**config.mk**
```make
export PLATFORM = sky130hd
export DESIGN_NAME = ddr3_app_sequencer
export DESIGN_NICKNAME = d
export VERILOG_FILES = /design/src/rtl/ddr3_app_sequencer.sv
export SDC_FILE = /design/constraint.sdc
export NUM_CORES = 1
export LEC_CHECK = 0
export CAP_MARGIN = 10
export CORE_AREA = 4 4 239 241
export DETAILED_ROUTE_END_ITERATION = 10
export DIE_AREA = 0 0 243 245
export GPL_ROUTABILITY_DRIVEN = 0
export GPL_TIMING_DRIVEN = 0
export PLACE_DENSITY = 0.76
export SLEW_MARGIN = 20
export SYNTH_ARGS = -nofsm -noshare
export SYNTH_HDL_FRONTEND = slang
export SYNTH_SLANG_ARGS = --single-unit
```
**constraint.sdc**
```tcl
create_clock -name i_ui_clk -period 18.2 [get_ports i_ui_clk]
set_input_delay 3.64 -clock i_ui_clk [delete_from_list [all_inputs] [get_ports i_ui_clk]]
set_output_delay 3.64 -clock i_ui_clk [all_outputs]
set_load 0.01 [all_outputs]
```
**src/rtl/ddr3_app_sequencer.sv**
```systemverilog
// Single-outstanding request sequencer onto the MIG 7-series app interface, with a
// credit-protected read-return FIFO. Define DDR3_SEQ_WR_MASK_EN to forward byte write masks.
module ddr3_app_sequencer #(
    parameter int unsigned RD_FIFO_DEPTH = 4,
    parameter int unsigned ADDR_WIDTH    = 28
) (
    input  logic                  i_ui_clk,
    input  logic                  i_ui_clk_sync_rst,
    input  logic                  i_init_calib_complete,
    input  logic                  i_req_valid,
    output logic                  o_req_ready,
    input  logic                  i_req_write,
    input  logic [ADDR_WIDTH-1:0] i_req_address,
    input  logic [127:0]          i_req_data,
    input  logic [15:0]           i_req_mask,
    output logic [ADDR_WIDTH-1:0] o_app_addr,
    output logic [2:0]            o_app_cmd,
    output logic                  o_app_en,
    input  logic                  i_app_rdy,
    output logic [127:0]          o_app_wdf_data,
    output logic [15:0]           o_app_wdf_mask,
    output logic                  o_app_wdf_wren,
    output logic                  o_app_wdf_end,
    input  logic                  i_app_wdf_rdy,
    input  logic [127:0]          i_app_rd_data,
    input  logic                  i_app_rd_data_valid,
    input  logic                  i_app_rd_data_end,
    output logic [127:0]          o_rd_data,
    output logic                  o_rd_valid,
    input  logic                  i_rd_ready,
    output logic                  o_rd_overflow
);

    localparam int unsigned PtrW = $clog2(RD_FIFO_DEPTH);
    localparam int unsigned CntW = PtrW + 1;
    localparam logic [CntW-1:0] DepthC = CntW'(RD_FIFO_DEPTH);

    typedef enum logic [1:0] {StIdle, StWrIssue, StRdIssue} state_e;

    state_e                r_state, w_state_d;
    logic                  r_cmd_done, w_cmd_done_d;
    logic                  r_data_done, w_data_done_d;
    logic                  r_app_en, w_app_en_d;
    logic [2:0]            r_app_cmd, w_app_cmd_d;
    logic [ADDR_WIDTH-1:0] r_app_addr, w_app_addr_d;
    logic [127:0]          r_wdf_data, w_wdf_data_d;
    logic                  r_wdf_wren, w_wdf_wren_d;
    logic [CntW-1:0]       r_reserved;
    logic [CntW-1:0]       r_wr_ptr, r_rd_ptr;
    logic [127:0]          r_mem [RD_FIFO_DEPTH];
    logic                  r_overflow;

    logic w_accept, w_cmd_hs, w_data_hs, w_cmd_fin, w_data_fin;
    logic w_pop, w_full, w_empty, w_push_ok;

    // State and registered app-side outputs
    always_ff @(posedge i_ui_clk) begin
        if (i_ui_clk_sync_rst) begin
            r_state     <= StIdle;
            r_cmd_done  <= 1'b0;
            r_data_done <= 1'b0;
            r_app_en    <= 1'b0;
            r_app_cmd   <= 3'b000;
            r_app_addr  <= '0;
            r_wdf_data  <= '0;
            r_wdf_wren  <= 1'b0;
        end else begin
            r_state     <= w_state_d;
            r_cmd_done  <= w_cmd_done_d;
            r_data_done <= w_data_done_d;
            r_app_en    <= w_app_en_d;
            r_app_cmd   <= w_app_cmd_d;
            r_app_addr  <= w_app_addr_d;
            r_wdf_data  <= w_wdf_data_d;
            r_wdf_wren  <= w_wdf_wren_d;
        end
    end

    always_comb begin
        w_state_d     = r_state;
        w_cmd_done_d  = 1'b0;
        w_data_done_d = 1'b0;
        w_app_en_d    = r_app_en & ~i_app_rdy;
        w_wdf_wren_d  = r_wdf_wren & ~i_app_wdf_rdy;
        w_app_cmd_d   = r_app_cmd;
        w_app_addr_d  = r_app_addr;
        w_wdf_data_d  = r_wdf_data;
        unique case (r_state)
            StIdle: begin
                if (w_accept) begin
                    w_state_d    = i_req_write ? StWrIssue : StRdIssue;
                    w_app_en_d   = 1'b1;
                    w_wdf_wren_d = i_req_write;
                    w_app_cmd_d  = i_req_write ? 3'b000 : 3'b001;
                    // One 128-bit beat per BL8 command: column bits [2:0] are always zero
                    w_app_addr_d = {i_req_address[ADDR_WIDTH-1:3], 3'b000};
                    if (i_req_write) w_wdf_data_d = i_req_data;
                end
            end
            StWrIssue: begin
                if (w_cmd_fin && w_data_fin) begin
                    w_state_d = StIdle;
                end else begin
                    w_cmd_done_d  = w_cmd_fin;
                    w_data_done_d = w_data_fin;
                end
            end
            StRdIssue: begin
                if (w_cmd_hs) w_state_d = StIdle;
            end
            default: w_state_d = StIdle;
        endcase
    end

    always_comb begin
        o_req_ready = ~i_ui_clk_sync_rst & (r_state == StIdle) & i_init_calib_complete &
                      (r_reserved != DepthC);
        w_accept    = i_req_valid & o_req_ready;
        w_cmd_hs    = r_app_en & i_app_rdy;
        w_data_hs   = r_wdf_wren & i_app_wdf_rdy;
        w_cmd_fin   = r_cmd_done | w_cmd_hs;
        w_data_fin  = r_data_done | w_data_hs;
    end

    assign o_app_en       = r_app_en;
    assign o_app_cmd      = r_app_cmd;
    assign o_app_addr     = r_app_addr;
    assign o_app_wdf_data = r_wdf_data;
    assign o_app_wdf_wren = r_wdf_wren;
    assign o_app_wdf_end  = r_wdf_wren;

`ifdef DDR3_SEQ_WR_MASK_EN
    logic [15:0] r_wdf_mask;
    always_ff @(posedge i_ui_clk) begin
        if (i_ui_clk_sync_rst)           r_wdf_mask <= '0;
        else if (w_accept & i_req_write) r_wdf_mask <= i_req_mask;
    end
    assign o_app_wdf_mask = r_wdf_mask;
    logic w_unused;
    assign w_unused = i_app_rd_data_end;
`else
    assign o_app_wdf_mask = 16'h0000;
    logic w_unused;
    assign w_unused = i_app_rd_data_end ^ (^i_req_mask);
`endif

    // Read-return FIFO: the MIG read path has no back-pressure, so space is reserved at accept
    assign w_pop     = o_rd_valid & i_rd_ready;
    assign w_empty   = (r_wr_ptr == r_rd_ptr);
    assign w_full    = ((r_wr_ptr - r_rd_ptr) == DepthC);
    assign w_push_ok = i_app_rd_data_valid & (~w_full | w_pop);

    always_ff @(posedge i_ui_clk) begin
        if (i_ui_clk_sync_rst) begin
            r_wr_ptr   <= '0;
            r_rd_ptr   <= '0;
            r_overflow <= 1'b0;
            r_reserved <= '0;
        end else begin
            if (w_push_ok) r_wr_ptr <= r_wr_ptr + CntW'(1);
            if (w_pop) r_rd_ptr <= r_rd_ptr + CntW'(1);
            if (i_app_rd_data_valid & ~w_push_ok) r_overflow <= 1'b1;
            case ({w_accept & ~i_req_write, w_pop})
                2'b10:   r_reserved <= r_reserved + CntW'(1);
                2'b01:   r_reserved <= r_reserved - CntW'(1);
                default: r_reserved <= r_reserved;
            endcase
        end
    end

    always_ff @(posedge i_ui_clk) begin
        if (w_push_ok) r_mem[r_wr_ptr[PtrW-1:0]] <= i_app_rd_data;
    end

    assign o_rd_valid    = ~w_empty;
    assign o_rd_data     = w_empty ? '0 : r_mem[r_rd_ptr[PtrW-1:0]];
    assign o_rd_overflow = r_overflow;

endmodule
```
# --- Word level (Yosys, flattened, before mapping) ---
# Memories as Yosys holds them, arrays and structs flattened. A register that Yosys moved wholly into a read port is not among the register bits.
# Cells that the tools add are included.
totals:
  mem_count: 1
  word_cells: 74
  regBits: 172
  out_inout_bits: 309
  in_bits: 310
  ramBits: 512
classes:
  add_sub_neg: 5
  n_eq_ne: 10
  n_mux: 16
  n_reduce_logical: 7
  bitwise: 23
mem_list:
  columns: ["name", "words", "word_bits", "read_ports", "rd_clocked_by_memory_dff", "wr", "line", "text"]
  rows:
  - ["r_mem", 4, 128, 1, 1, 1, "50", "logic [127:0] r_mem [RD_FIFO_DEPTH];"]
op_table:
  columns: ["op", "count"]
  rows:
  - ["128-bit 2-to-1 mux", 1]
  - ["1-bit bitwise AND", 12]
  - ["2-bit 2-to-1 mux", 6]
  - ["3-bit by 1-bit adder with 3-bit output (second input constant)", 3]
  - ["1-bit NOT", 8]
  - ["1-bit 2-to-1 mux", 7]
  - ["2-bit != test (second input constant)", 3]
  - ["2-bit case mux with 3 select lines", 1]
  - ["3-bit case mux with 2 select lines", 1]
  - ["3-bit AND reduction", 2]
  - ["2-bit by 1-bit equality test with 1-bit output (second input constant)", 2]
  - ["2-bit equality test (second input constant)", 2]
  - ["3-bit equality test", 1]
  - ["3-bit equality test (second input constant)", 1]
  - ["3-bit != test (second input constant)", 1]
  - ["1-bit bitwise OR", 3]
  - ["3-bit OR reduction", 1]
  - ["3-bit by 1-bit subtractor with 3-bit output (second input constant)", 1]
  - ["3-bit subtractor", 1]
  - ["2-bit zero test", 1]
  - ["2-bit AND reduction", 1]
  - ["2-bit nonzero test", 1]
  - ["1-bit logical AND", 1]

# --- Logic depth before layout (Yosys ltp) ---
# Gate-level depths: netlist of run 1.
depth:
  depth_word: 8
  depth_mapped: 11
  mapped_depth_nobuf: 11

# --- Least setup slack after synthesis of run 1 ---
# No wires, ideal clock.
synth_timing:
  kind: "input -> register"
  start: "input port i_app_rd_data_valid"
  end: "register r_wr_ptr[2]"
  setup_ps: 106
  n_path_buf: 0
  required_ps: 18094
  stages: 3
  arrival_ps: 14299
  slack_ps: 3795
  path_cell_list: "o31ai_1 > nor3b_1 > mux2_2"
synth_via:
  elab_chain_cells: 1
synth_rtl:
  columns: ["element", "line", "text"]
  rows:
  - ["from (decl)", "26", "input logic i_app_rd_data_valid,"]
  - ["1-bit bitwise AND", "151", "assign w_push_ok = i_app_rd_data_valid & (~w_full | w_pop);"]
  - ["to (signal assigned)", "160", "if (w_push_ok) r_wr_ptr <= r_wr_ptr + CntW'(1);"]
  - ["to (decl)", "49", "logic [CntW-1:0] r_wr_ptr, r_rd_ptr;"]
# Every way passes these cells.
# A chain may end at the register's enable or synchronous reset.

# --- Worst setup path after layout of run 1 ---
layout_timing:
  start: "input port i_ui_clk_sync_rst"
  end: "output port o_req_ready"
layout_via:
  elab_chain_cells: 4
layout_rtl:
  columns: ["element", "line", "text"]
  rows:
  - ["from (decl)", "8", "input logic i_ui_clk_sync_rst,"]
  - ["1-bit NOT", "116", "o_req_ready = ~i_ui_clk_sync_rst & (r_state == StIdle) & i_init_calib_complete &"]
  - ["1-bit bitwise AND (3 in series)", "116", null]
  - ["to (decl)", "11", "output logic o_req_ready,"]
# Every way passes these cells.

==> results by group, run 1 <==
Outcome
  • Status: finished, final reports clean

Synthesis
  • Main synth FF type: edfxtp_1
  • EDFF count, synth: between 500 and 600
  • Synth Area in Compound Gates: 0.0283
  • Async SR Flop Fraction: 0
  • Synth area leaders: edfxtp_1 60%, dfxtp_1 13%, mux4_2 11%
  • Cell taking the most area after synthesis: edfxtp_1
  • Mapped Area: roughly 26000 µm²
  • Seq/Total Area, Yosys: 0.734
  • Xor/xnor share of the synthesized area: 0.00205
  • Gate Count Post-Synth: around 1600
  • Share of the synthesized area in the top cell type: 0.600
  • #FFs+latches synth: between 600 and 700
  • Adder-cell share of the synthesized area: 0.00468
  • Post-synthesis mux area share: 0.124
  • Count of cell types in the netlist: 38
  • Syn Area/Cell: ~16 µm²
  • Synthesis Warnings: 0
  • Largest family of logic cells by synthesized area: multiplexers
  • Synth Area in Simple Gates: 0.0821

Die
  • Width of the chip: 243 µm
  • IO Count: just over 600
  • Rows: 86
  • Starting Density: 0.467
  • Core ar.: around 55000 µm²
  • Die area: slightly below 60000 µm²
  • Die height: 245 µm

Global routing
  • GRT Resource Usage Total: 0.236
  • Initial antenna violation count: 7
  • Grt ovf: 0
  • Vias in the first global route: about 17000
  • Global-route wire length before repair: 105000 µm
  • Largest net degree at the start of global routing: just over 40

CTS
  • Cts hold-fix bufs: 0
  • Clock latency on the worst-skew pair: about 0.6 ns
  • CTS Sinks: between 600 and 700
  • Setup bufs post-CTS: 0
  • CTS tree: built
  • CTS resizes: 0
  • Root Buffer: clkbuf_16
  • CTS H-tree depth: 3
  • Total CTS buffers: between 70 and 80
  • Clock Pin Slew Worst Setup and Hold Paths: around 0.06 ns
  • CTS Buffer Depth: 3

Worst setup path
  • Most used cell, CP: clkdlybuf4s50_1
  • WS Path Type: in -> out
  • Worst setup SP type: input port
  • Setup crit end kind: output port
  • Worst-path fanout max: 4
  • Critical path's largest stage delay: between 0.6 and 0.7 ns
  • Slowest stage cell on the critical path: clkdlybuf4s50_1
  • Req. time, crit path: 14.56 ns
  • Cell chain of the critical path: clkdlybuf4s50_1, nor4b_2, and2_1, clkdlybuf4s50_1
  • Arr. time, crit path: 5.33 ns

Cells and area
  • Finished Core Util: 0.639
  • Fill cells: ~4000
  • Share of post-route cells with drive strength above 1: 0.142
  • Multi-input combinational cell area: between 6000 and 7000 µm²
  • Commonest non-fill, non-tap cells in the layout: 577 x clkdlybuf4s50_1, 512 x edfxtp_1, 259 x nand2_1, 172 x dfxtp_1, 137 x a21oi_1
  • Final net count: 2592
  • Most common cell after layout, fill and taps aside: clkdlybuf4s50_1
  • FF+latch area: 18800 µm²
  • Layout area overhead: 36.8%

STA
  • Worst-Margin Slew: approximately 1.1 ns
  • Maximum clock rate: about 0.11 GHz
  • Final setup violating endpoints: 0
  • Final number of hold-violating endpoints: 0
  • Tcrit/Tclk final: 0.493
  • Clk_skew: 0.0261 ns
  • RSZ-0062 raised after global routing: no
  • Final Max Tran Viols: 0
  • Slew headroom: 0.257
  • Final min period: 8.97 ns
  • Hold WS: ~0.45 ns

Routing
  • TritonRoute pass-1 iters: 7
  • Routed length per placed instance: 23.6 µm
  • Drt via density: between 5 and 6
  • Drt initial violations: 835
  • Vias: approximately 16000
  • Drt drc: 0
  • Final wirelength: approximately 71000 µm
  • Routed Antenna Nets: 0

Power
  • Worst vdd ir: about 0.000083 V
  • Lkg Pwr: 0.0118 µW
  • PD cells: about 140 nW/µm²

Run
  • Max Cap Violations: 0

Min path
  • Hold crit path type: reg -> reg

Placement
  • I/O Buffers: slightly below 600
  • Detailed Place HPWL: around 53000 µm
==> state kept, by name, summed over array words and instances (netlist names), named ones only <==
name / flops
o_app_wdf_data: 128
r_rd_ptr: 3
r_state: 2
o_rd_overflow: 1
o_app_wdf_end: 1
r_reserved: 3
o_app_cmd: 1
o_app_en: 1
r_wr_ptr: 3
o_app_addr: 25
r_data_done: 1
r_cmd_done: 1
r_mem: 512
==> worst max-delay path, delay by kind of cell <==
family / cells / cell delay, ns
buf+inv: 2 / 1.10
simple gates: 2 / 0.58
==> metrics by stage <==
stage | TNS, ns | power (µW) | cells | setup WS (ns) | instance area, µm²
6_report | 0 | 4750 | 3033 | 9.23 | 35100
5_1_grt | 0 | 4970 | 3030 | 9.18 | 35100
4_1_cts | 0 | 4820 | 3028 | 9.25 | 35100
3_5_place_dp | 0 | 3370 | 2903 | 9.25 | 32700
3_3_place_gp | -522.41 | 3360 | 2876 | -5.08 | 32400
2_1_floorplan | 0 | 2640 | 1595 | 3.80 | 25700
==> report_power, final <==
group,switching (µW),leakage (µW),internal (µW)
registers,36.3,0.00609,1830
clock network,583,0.00114,854
logic,677,0.00460,770
==> cell type report <==
class | instances | share of cell area
flip-flops and latches | 684 | 0.536
multi-input cells | 789 | 0.179
repair buffers | 604 | 0.175
clock buffers | 91 | 0.0564
well taps | 704 | 0.0251
plain buffers | 114 | 0.0174
clock inverters | 34 | 0.00977
inverters | 8 | 0.000856
diodes | 5 | 0.000357
==> path summary, 6_finish.rpt <==
check | depth (start not counted) | slack, ns | endpoint | startpoint
max | 4 | 9.23 | o_req_ready | i_ui_clk_sync_rst
min reg2reg | 2 | 0.45 | o_app_wdf_data[67]$_SDFFE_PP0P_ | o_app_wdf_data[67]$_SDFFE_PP0P_
max reg2reg | 10 | 15.07 | r_mem[3][85]$_DFFE_PP_ | r_wr_ptr[0]$_SDFFE_PP0P_
min | 2 | 0.45 | o_app_wdf_data[67]$_SDFFE_PP0P_ | o_app_wdf_data[67]$_SDFFE_PP0P_
==> synthesized netlist by cell type, types with 26 or more instances <==
cell type	count
a21oi_1	137
mux4_2	128
nand2_1	259
dfxtp_1	172
nor2_1	37
clkbuf_1	46
mux2i_1	27
buf_2	26
edfxtp_1	512
buf_4	38
and2_1	132
==> per-layer routing <==
| layer | global-route usage | up-vias | wire length [µm] |
|---|---|---|---|
| met4 | 0.126 | 8 | 3980 |
| met3 | 0.0665 | 141 | 5380 |
| li1 | - | 7203 | - |
| met5 | 0 | - | 48 |
| met2 | 0.421 | 618 | 37500 |
| met1 | 0.255 | 7837 | 24500 |
==> cell families (layout without fill, tap and decap cells) <==
group | count (synthesis) | in the layout
adders and majority gates | 9 | 9
other | 1 | 26
muxes | 157 | 157
xor gates and xnor gates | 6 | 6
DFF | 684 | 684
AOI/OAI and AO/OA | 143 | 143
buffers and inverters | 122 | 851
and+or+nand+nor | 453 | 453
Power figures use the tool's default switching activity.
==> run 2: changes to the inputs <==
==> constraint.sdc (replaced) <==
create_clock -name i_ui_clk -period 9.2 [get_ports i_ui_clk]
set_input_delay 1.84 -clock i_ui_clk [delete_from_list [all_inputs] [get_ports i_ui_clk]]
set_output_delay 1.84 -clock i_ui_clk [all_outputs]
set_load 0.01 [all_outputs]
==> run 2 against run 1 <==
Net effect:
- clock skew decreased by 0.0075 ns
- via count increased by 0.31%
- sequential power increased by 97%
- die area unchanged
- setup slack got worse by 5.5 ns
- critical path type unchanged
- largest cell class unchanged
- highest routed layer unchanged
==> results by group, run 2 (synthesis results as in run 1) <==
Global routing
  • Global-route wire length before repair: 105000 µm (about the same)
  • Busiest grt layer: met2
  • M2 GR Usage: 0.421 (about the same)
  • M3 GR Usage: 0.0569 (-0.00961)
  • Initial antenna violation count: 10 (+3)
  • Grt ovf: 0 (unchanged)
  • Vias in the first global route: 16500 (-0.34%)
  • Largest net degree at the start of global routing: 47 (+15%)
  • GRT Resource Usage Total: 0.236 (about the same)
  • GR Util met1: 0.264 (+0.00909)

Worst setup path
  • Cell family with most CP delay: buffers and inverters
  • Slowest stage cell on the critical path: clkdlybuf4s50_1
  • CP bufs+invs: 2 (unchanged)
  • Worst-path fanout max: 4 (unchanged)
  • WS Path Type: in -> out
  • Critical path's largest stage delay: 0.59 ns (-0.02 ns)
  • Arr. time, crit path: 3.63 ns (-1.70 ns)
  • Cell chain of the critical path: clkdlybuf4s50_1, nor4b_2, and2_1, clkdlybuf4s50_1
  • Req. time, crit path: 7.36 ns (-7.20 ns)
  • Setup crit end kind: output port
  • Worst setup SP type: input port
  • Most used cell, CP: clkdlybuf4s50_1

Cells and area
  • Finished Core Util: 0.635 (-0.00404)
  • Layout area overhead: 36.0%
  • Fill cells: 3888 (-2.4%)
  • Flip-flop count of the largest register after layout: 512 (unchanged)
  • Most common cell after layout, fill and taps aside: clkdlybuf4s50_1
  • Share of post-route cells with drive strength above 1: 0.136 (-0.00593)
  • Commonest non-fill, non-tap cells in the layout: 577 x clkdlybuf4s50_1, 512 x edfxtp_1, 259 x nand2_1, 172 x dfxtp_1, 137 x a21oi_1
  • Final net count: 2583 (-0.35%)

Power
  • Logic pwr share: 0.313 (+0.008)
  • Seq pwr share: 0.403 (+0.010)
  • P_sw: 2540 µW (+96%)
  • Tot Pwr: 9170 µW (+93%)
  • Int Pwr: 6630 µW (+92%)
  • Switching power share of the total: 0.277 (+0.00416)
  • Worst vdd ir: 0.000134 V (+62%)
  • PD cells: 263 nW/µm² (+94%)
  • Lkg Pwr: 0.0117 µW (-1.0%)
  • Clk pwr share: 0.284 (-0.018)

STA
  • Hold WS: 0.453 ns (-0.00113 ns)
  • Tcrit/Tclk final: 0.594
  • Slew headroom: 0.339 (+0.0822)
  • Worst-Margin Slew: 0.991 ns (-0.123 ns)
  • Maximum clock rate: roughly 0.18 GHz
  • Final min period: 5.47 ns
  • Final Max Tran Viols: 0 (unchanged)
  • RSZ-0062 raised after global routing: no
  • Final setup violating endpoints: 0 (unchanged)
  • Final number of hold-violating endpoints: 0 (unchanged)
  • Setup Total Neg Slack: 0 ns (unchanged)
  • Clk_skew: 0.0186 ns (-0.00750 ns)

Placement
  • Detailed Place HPWL: 53200 µm (+0.51%)
  • I/O Buffers: 577 (unchanged)

CTS
  • CTS tree: built
  • Setup bufs post-CTS: 0 (unchanged)
  • CTS Buffer Depth: 3 (unchanged)
  • CTS H-tree depth: 3 (unchanged)
  • CTS resizes: 0 (unchanged)
  • Clock latency on the worst-skew pair: 0.60 ns (about the same)
  • Clock Pin Slew Worst Setup and Hold Paths: 0.06 ns (about the same)
  • Root Buffer: clkbuf_16
  • CTS Sinks: 684 (unchanged)
  • Cts hold-fix bufs: 0 (unchanged)
  • Total CTS buffers: 70 (-2.8%)

Run
  • Max Cap Violations: 0 (unchanged)

Routing
  • Drt drc: 0 (unchanged)
  • Vias: 15900 (+0.31%)
  • Drt via density: 5.24 (+0.61%)
  • Final wirelength: 71500 µm (about the same)
  • Drt initial violations: 845 (+1.2%)
  • Routed Antenna Nets: 0 (unchanged)
  • TritonRoute pass-1 iters: 5 (-2)
  • Routed length per placed instance: 23.6 µm (+0.34%)

Die
  • IO Count: 619 (unchanged)
  • Die height: 245 µm (unchanged)
  • Die area: 59500 µm² (unchanged)
  • Rows: 86 (unchanged)
  • Width of the chip: 243 µm (unchanged)
  • Core ar.: 54900 µm² (unchanged)
  • Starting Density: 0.467 (unchanged)

Min path
  • Hold crit path type: reg -> reg

Outcome
  • Status: finished, final reports clean
==> run 2: cell count changes in the layout (fill, tap and decap cells not counted), moves of 3 or more <==
| cell | before | now |
|---|---|---|
| buf_12 | 5 | 0 |
| buf_16 | 4 | 7 |
| buf_4 | 51 | 38 |
| buf_6 | 6 | 9 |
| buf_8 | 0 | 5 |
| bufinv_16 | 6 | 0 |
| clkbuf_1 | 58 | 62 |
| clkbuf_16 | 75 | 72 |
| clkbuf_2 | 0 | 3 |
==> run 2: cell type report <==
type,count,area [µm²],area share
inverter,8,30.0,0.000861
clock inverter,27,153,0.00438
timing repair buffer,597,6130,0.176
clock buffer,96,1940,0.0558
antenna,5,12.5,0.000359
tap,704,881,0.0253
buffer,114,612,0.0176
multi-input combinational,789,6280,0.180
sequential,684,18800,0.540
==> run 2: power groups by stage <==
| stage | logic [µW] | registers (µW) | clock network (µW) |
|---|---|---|---|
| after floorplan | 1440 | 3780 | 0 |
| after global placement | 2850 | 3810 | 0 |
| after detailed placement | 2920 | 3760 | 0 |
| after CTS | 2940 | 3700 | 2660 |
| after global routing | 3080 | 3710 | 2790 |
| final | 2870 | 3690 | 2600 |
==> run 2: worst reg2reg max path, stage by stage, from the launching register on <==
cell and delay, ns:
dfxtp_1 0.38, inv_1 0.12, ha_1 0.33, nand2_1 0.11, nor4_1 0.65, nor2_1 0.26, and2_4 0.43, buf_16 0.31
buf_16 0.30
==> run 2: path summary, 6_finish.rpt <==
kind / from / slack, ns / to / cells past startpoint
setup reg to reg: r_wr_ptr[0]$_SDFFE_PP0P_ / 6.00 / r_mem[2][84]$_DFFE_PP_ / 8
hold / removal: o_app_wdf_data[43]$_SDFFE_PP0P_ / 0.45 / o_app_wdf_data[43]$_SDFFE_PP0P_ / 2
setup / recovery: i_ui_clk_sync_rst / 3.73 / o_req_ready / 4
hold reg to reg: o_app_wdf_data[43]$_SDFFE_PP0P_ / 0.45 / o_app_wdf_data[43]$_SDFFE_PP0P_ / 2
==> run 2: metrics by stage <==
step,instances,instance area (µm²),setup WS (ns)
floorplan,1595,25700,1.48
global placement,2876,32400,-3.38
detailed placement,2896,32800,3.75
CTS,3019,34800,3.73
global route,3021,34900,3.70
finish,3024,34900,3.73
==> run 2: layer usage <==
metal,share of wire,up-vias
li1,-,7178
met1,0.35,7926
met2,0.53,609
met3,0.072,139
met4,0.053,4
met5,0.00039,-
==> run 3: changes to the inputs <==
--- a/config.mk
+++ b/config.mk
@@ -6,12 +6,12 @@
 export NUM_CORES = 1
 export LEC_CHECK = 0
 export CAP_MARGIN = 10
-export CORE_AREA = 4 4 239 241
+export CORE_MARGIN = 4
+export CORE_UTILIZATION = 45
 export DETAILED_ROUTE_END_ITERATION = 10
-export DIE_AREA = 0 0 243 245
 export GPL_ROUTABILITY_DRIVEN = 0
 export GPL_TIMING_DRIVEN = 0
-export PLACE_DENSITY = 0.76
+export PLACE_DENSITY = 0.77
 export SLEW_MARGIN = 20
 export SYNTH_ARGS = -nofsm -noshare
 export SYNTH_HDL_FRONTEND = slang
==> constraint.sdc (replaced) <==
create_clock -name i_ui_clk -period 4.6 [get_ports i_ui_clk]
set_input_delay 0.92 -clock i_ui_clk [delete_from_list [all_inputs] [get_ports i_ui_clk]]
set_output_delay 0.92 -clock i_ui_clk [all_outputs]
set_load 0.01 [all_outputs]
==> run 3 against run 2 <==
Net effect:
- final cell count up 1.8%
- largest power group unchanged
- setup slack lost 3.5 ns
- critical path depth rose by 1
- routed wire length fell by 2.2%
- worst hold slack better by 0.00092 ns
- core utilization shrank 1.3 points
- critical endpoint is now o_rd_data[26]
- flip-flop and latch count unchanged
- first-iteration DRC count is 0.83% higher
- sequential power rose by 100%
==> results by group, run 3 (synthesis results as in run 1) <==
Worst setup path
  • Req. time, crit path: 3.68 ns (-3.68 ns)
  • Cell chain of the critical path: clkdlybuf4s15_1, buf_2, mux4_2, and2_1, clkdlybuf4s50_1
  • Worst setup SP type: flip-flop
  • Arr. time, crit path: 3.45 ns (-0.18 ns)
  • Critical path's largest stage delay: 0.72 ns (+0.13 ns)
  • Slowest stage cell on the critical path: clkdlybuf4s15_1
  • Worst-path fanout max: 10 (+6)
  • Reg2reg path depth: 12 (+4)
  • WS Path Type: reg -> out
  • Setup crit end kind: output port
  • Stages on worst setup path: 5 (+1)
  • Cell family with most CP delay: buffers and inverters
  • CP bufs+invs: 3 (+1)

Cells and area
  • Design area: 35100 µm² (+0.68%)
  • Layout area overhead: 36.9%
  • Share of post-route cells with drive strength above 1: 0.140 (+0.00402)
  • Final net count: 2585 (+0.077%)
  • Flip-flop count of the largest register after layout: 512 (unchanged)
  • Finished Core Util: 0.622 (-0.0128)
  • Most common cell after layout, fill and taps aside: clkdlybuf4s50_1
  • Commonest non-fill, non-tap cells in the layout: 577 x clkdlybuf4s50_1, 512 x edfxtp_1, 258 x nand2_1, 172 x dfxtp_1, 137 x a21oi_1

Power
  • Seq pwr share: 0.397 (-0.006)
  • Logic pwr share: 0.309 (-0.004)
  • Switching power share of the total: 0.274 (-0.00333)
  • Lkg Pwr: 0.0118 µW (+0.69%)
  • PD cells: 529 nW/µm² (+100%)
  • Int Pwr: 13500 µW (+100%)
  • Clk pwr share: 0.294 (+0.010)
  • Worst vdd ir: 0.000350 V (+160%)
  • P_sw: 5090 µW (+100%)

CTS
  • Total CTS buffers: 71 (+1.4%)
  • CTS Sinks: 684 (unchanged)
  • Clock Pin Slew Worst Setup and Hold Paths: 0.06 ns (about the same)
  • CTS H-tree depth: 3 (unchanged)
  • Cts hold-fix bufs: 0 (unchanged)
  • CTS tree: built
  • Clock latency on the worst-skew pair: 0.59 ns (about the same)
  • Root Buffer: clkbuf_16
  • CTS Buffer Depth: 3 (unchanged)

Die
  • Core ar.: 56400 µm² (+2.7%)
  • Starting Density: 0.455 (-0.0125)
  • Die area: 60900 µm² (+2.2%)
  • Die height: 247 µm (+0.70%)
  • Rows: 87 (+1.2%)
  • Width of the chip: 247 µm (+1.5%)
  • IO Count: 619 (unchanged)

Global routing
  • Grt ovf: 0 (unchanged)
  • Largest net degree at the start of global routing: 47 (unchanged)
  • GRT Resource Usage Total: 0.225 (-0.0103)
  • Vias in the first global route: 16400 (-0.63%)
  • Initial antenna violation count: 11 (+1)
  • Global-route wire length before repair: 102000 µm (-2.3%)

STA
  • Worst-Margin Slew: 0.969 ns (-0.0219 ns)
  • Final setup violating endpoints: 0 (unchanged)
  • RSZ-0062 raised after global routing: no
  • Maximum clock rate: between 0.2 and 0.25 GHz
  • Clk_skew: 0.0201 ns (+0.00144 ns)
  • Hold WS: 0.454 ns (+0.000917 ns)
  • Final min period: 4.37 ns
  • Tcrit/Tclk final: 0.950
  • Slew headroom: 0.354 (+0.0146)
  • Final number of hold-violating endpoints: 0 (unchanged)
  • Final Max Tran Viols: 0 (unchanged)

Outcome
  • Status: finished, final reports clean

Routing
  • Drt drc: 0 (unchanged)
  • Drt via density: 5.13 (-2.1%)
  • Routed length per placed instance: 22.7 µm (-4.0%)
  • Vias: 15800 (-0.30%)
  • TritonRoute pass-1 iters: 8 (+3)
  • Routed Antenna Nets: 0 (unchanged)
  • Drt initial violations: 852 (+0.83%)
  • Final wirelength: 69900 µm (-2.2%)

Placement
  • Detailed Place HPWL: 51500 µm (-3.3%)
  • Cell Area, Placed: 32900 µm² (+0.32%)
  • I/O Buffers: 577 (unchanged)

Run
  • Max Cap Violations: 0 (unchanged)

Min path
  • Hold path cells: 2 (unchanged)
  • Hold crit path type: reg -> reg
-- run 3: tightest hold or removal path: stages, from the launching register on --
cell	delay, ns
dfxtp_1	0.31
nand2_1	0.05
a21oi_1	0.05
-- run 3: what timing repair did --
action / 4_1_cts / 5_1_grt
resized for setup: 0 / 2
setup buffers: 0 / 0
setup endpoints to repair: 0 / 3
-- run 3: power by group through the flow --
stage | registers, µW | logic, µW | clock network, µW
after CTS | 7390 | 5860 | 5580
after global placement | 7540 | 5690 | 0
after floorplan | 7520 | 2890 | 0
after global routing | 7430 | 6170 | 5830
after detailed placement | 7520 | 5830 | 0
final | 7390 | 5740 | 5460
-- run 3: per-stage QoR --
step	cells	setup slack, ns	total power [µW]	TNS (ns)
3_5_place_dp	2949	0.675	13300	0
4_1_cts	3076	0.0280	18800	0
6_report	3079	0.231	18600	0
3_3_place_gp	2928	-3.53	13200	-637.32
2_1_floorplan	1595	-0.266	10400	-17.62
5_1_grt	3079	0.00878	19400	0
-- run 3: final timing paths --
kind                                            to                        startpoint  slack (ns)
setup / recovery                     o_rd_data[26]                         flip-flop        0.23
hold / removal    o_app_wdf_data[114]$_SDFFE_PP0P_  o_app_wdf_data[114]$_SDFFE_PP0P_        0.45
setup reg to reg            r_mem[3][67]$_DFFE_PP_          r_wr_ptr[0]$_SDFFE_PP0P_        1.52
hold reg to reg   o_app_wdf_data[114]$_SDFFE_PP0P_  o_app_wdf_data[114]$_SDFFE_PP0P_        0.45
-- run 3: area by class of cell --
class	instances	area, µm²
tap	756	946
fill	4107	21300
sequential	684	18800
clock buffer	104	2040
multi-input combinational	789	6290
buffer	114	618
inverter	8	30.0
clock inverter	23	185
timing repair buffer	598	6160
antenna	3	7.51
-- run 3: layer usage --
layer	up-vias	part of all wire	track usage	wire [µm]
met5	-	0.0013	0	92
met4	14	0.048	0.104	3370
met2	609	0.51	0.393	35800
li1	7190	-	-	-
met1	7864	0.36	0.257	25000
met3	132	0.080	0.0657	5620
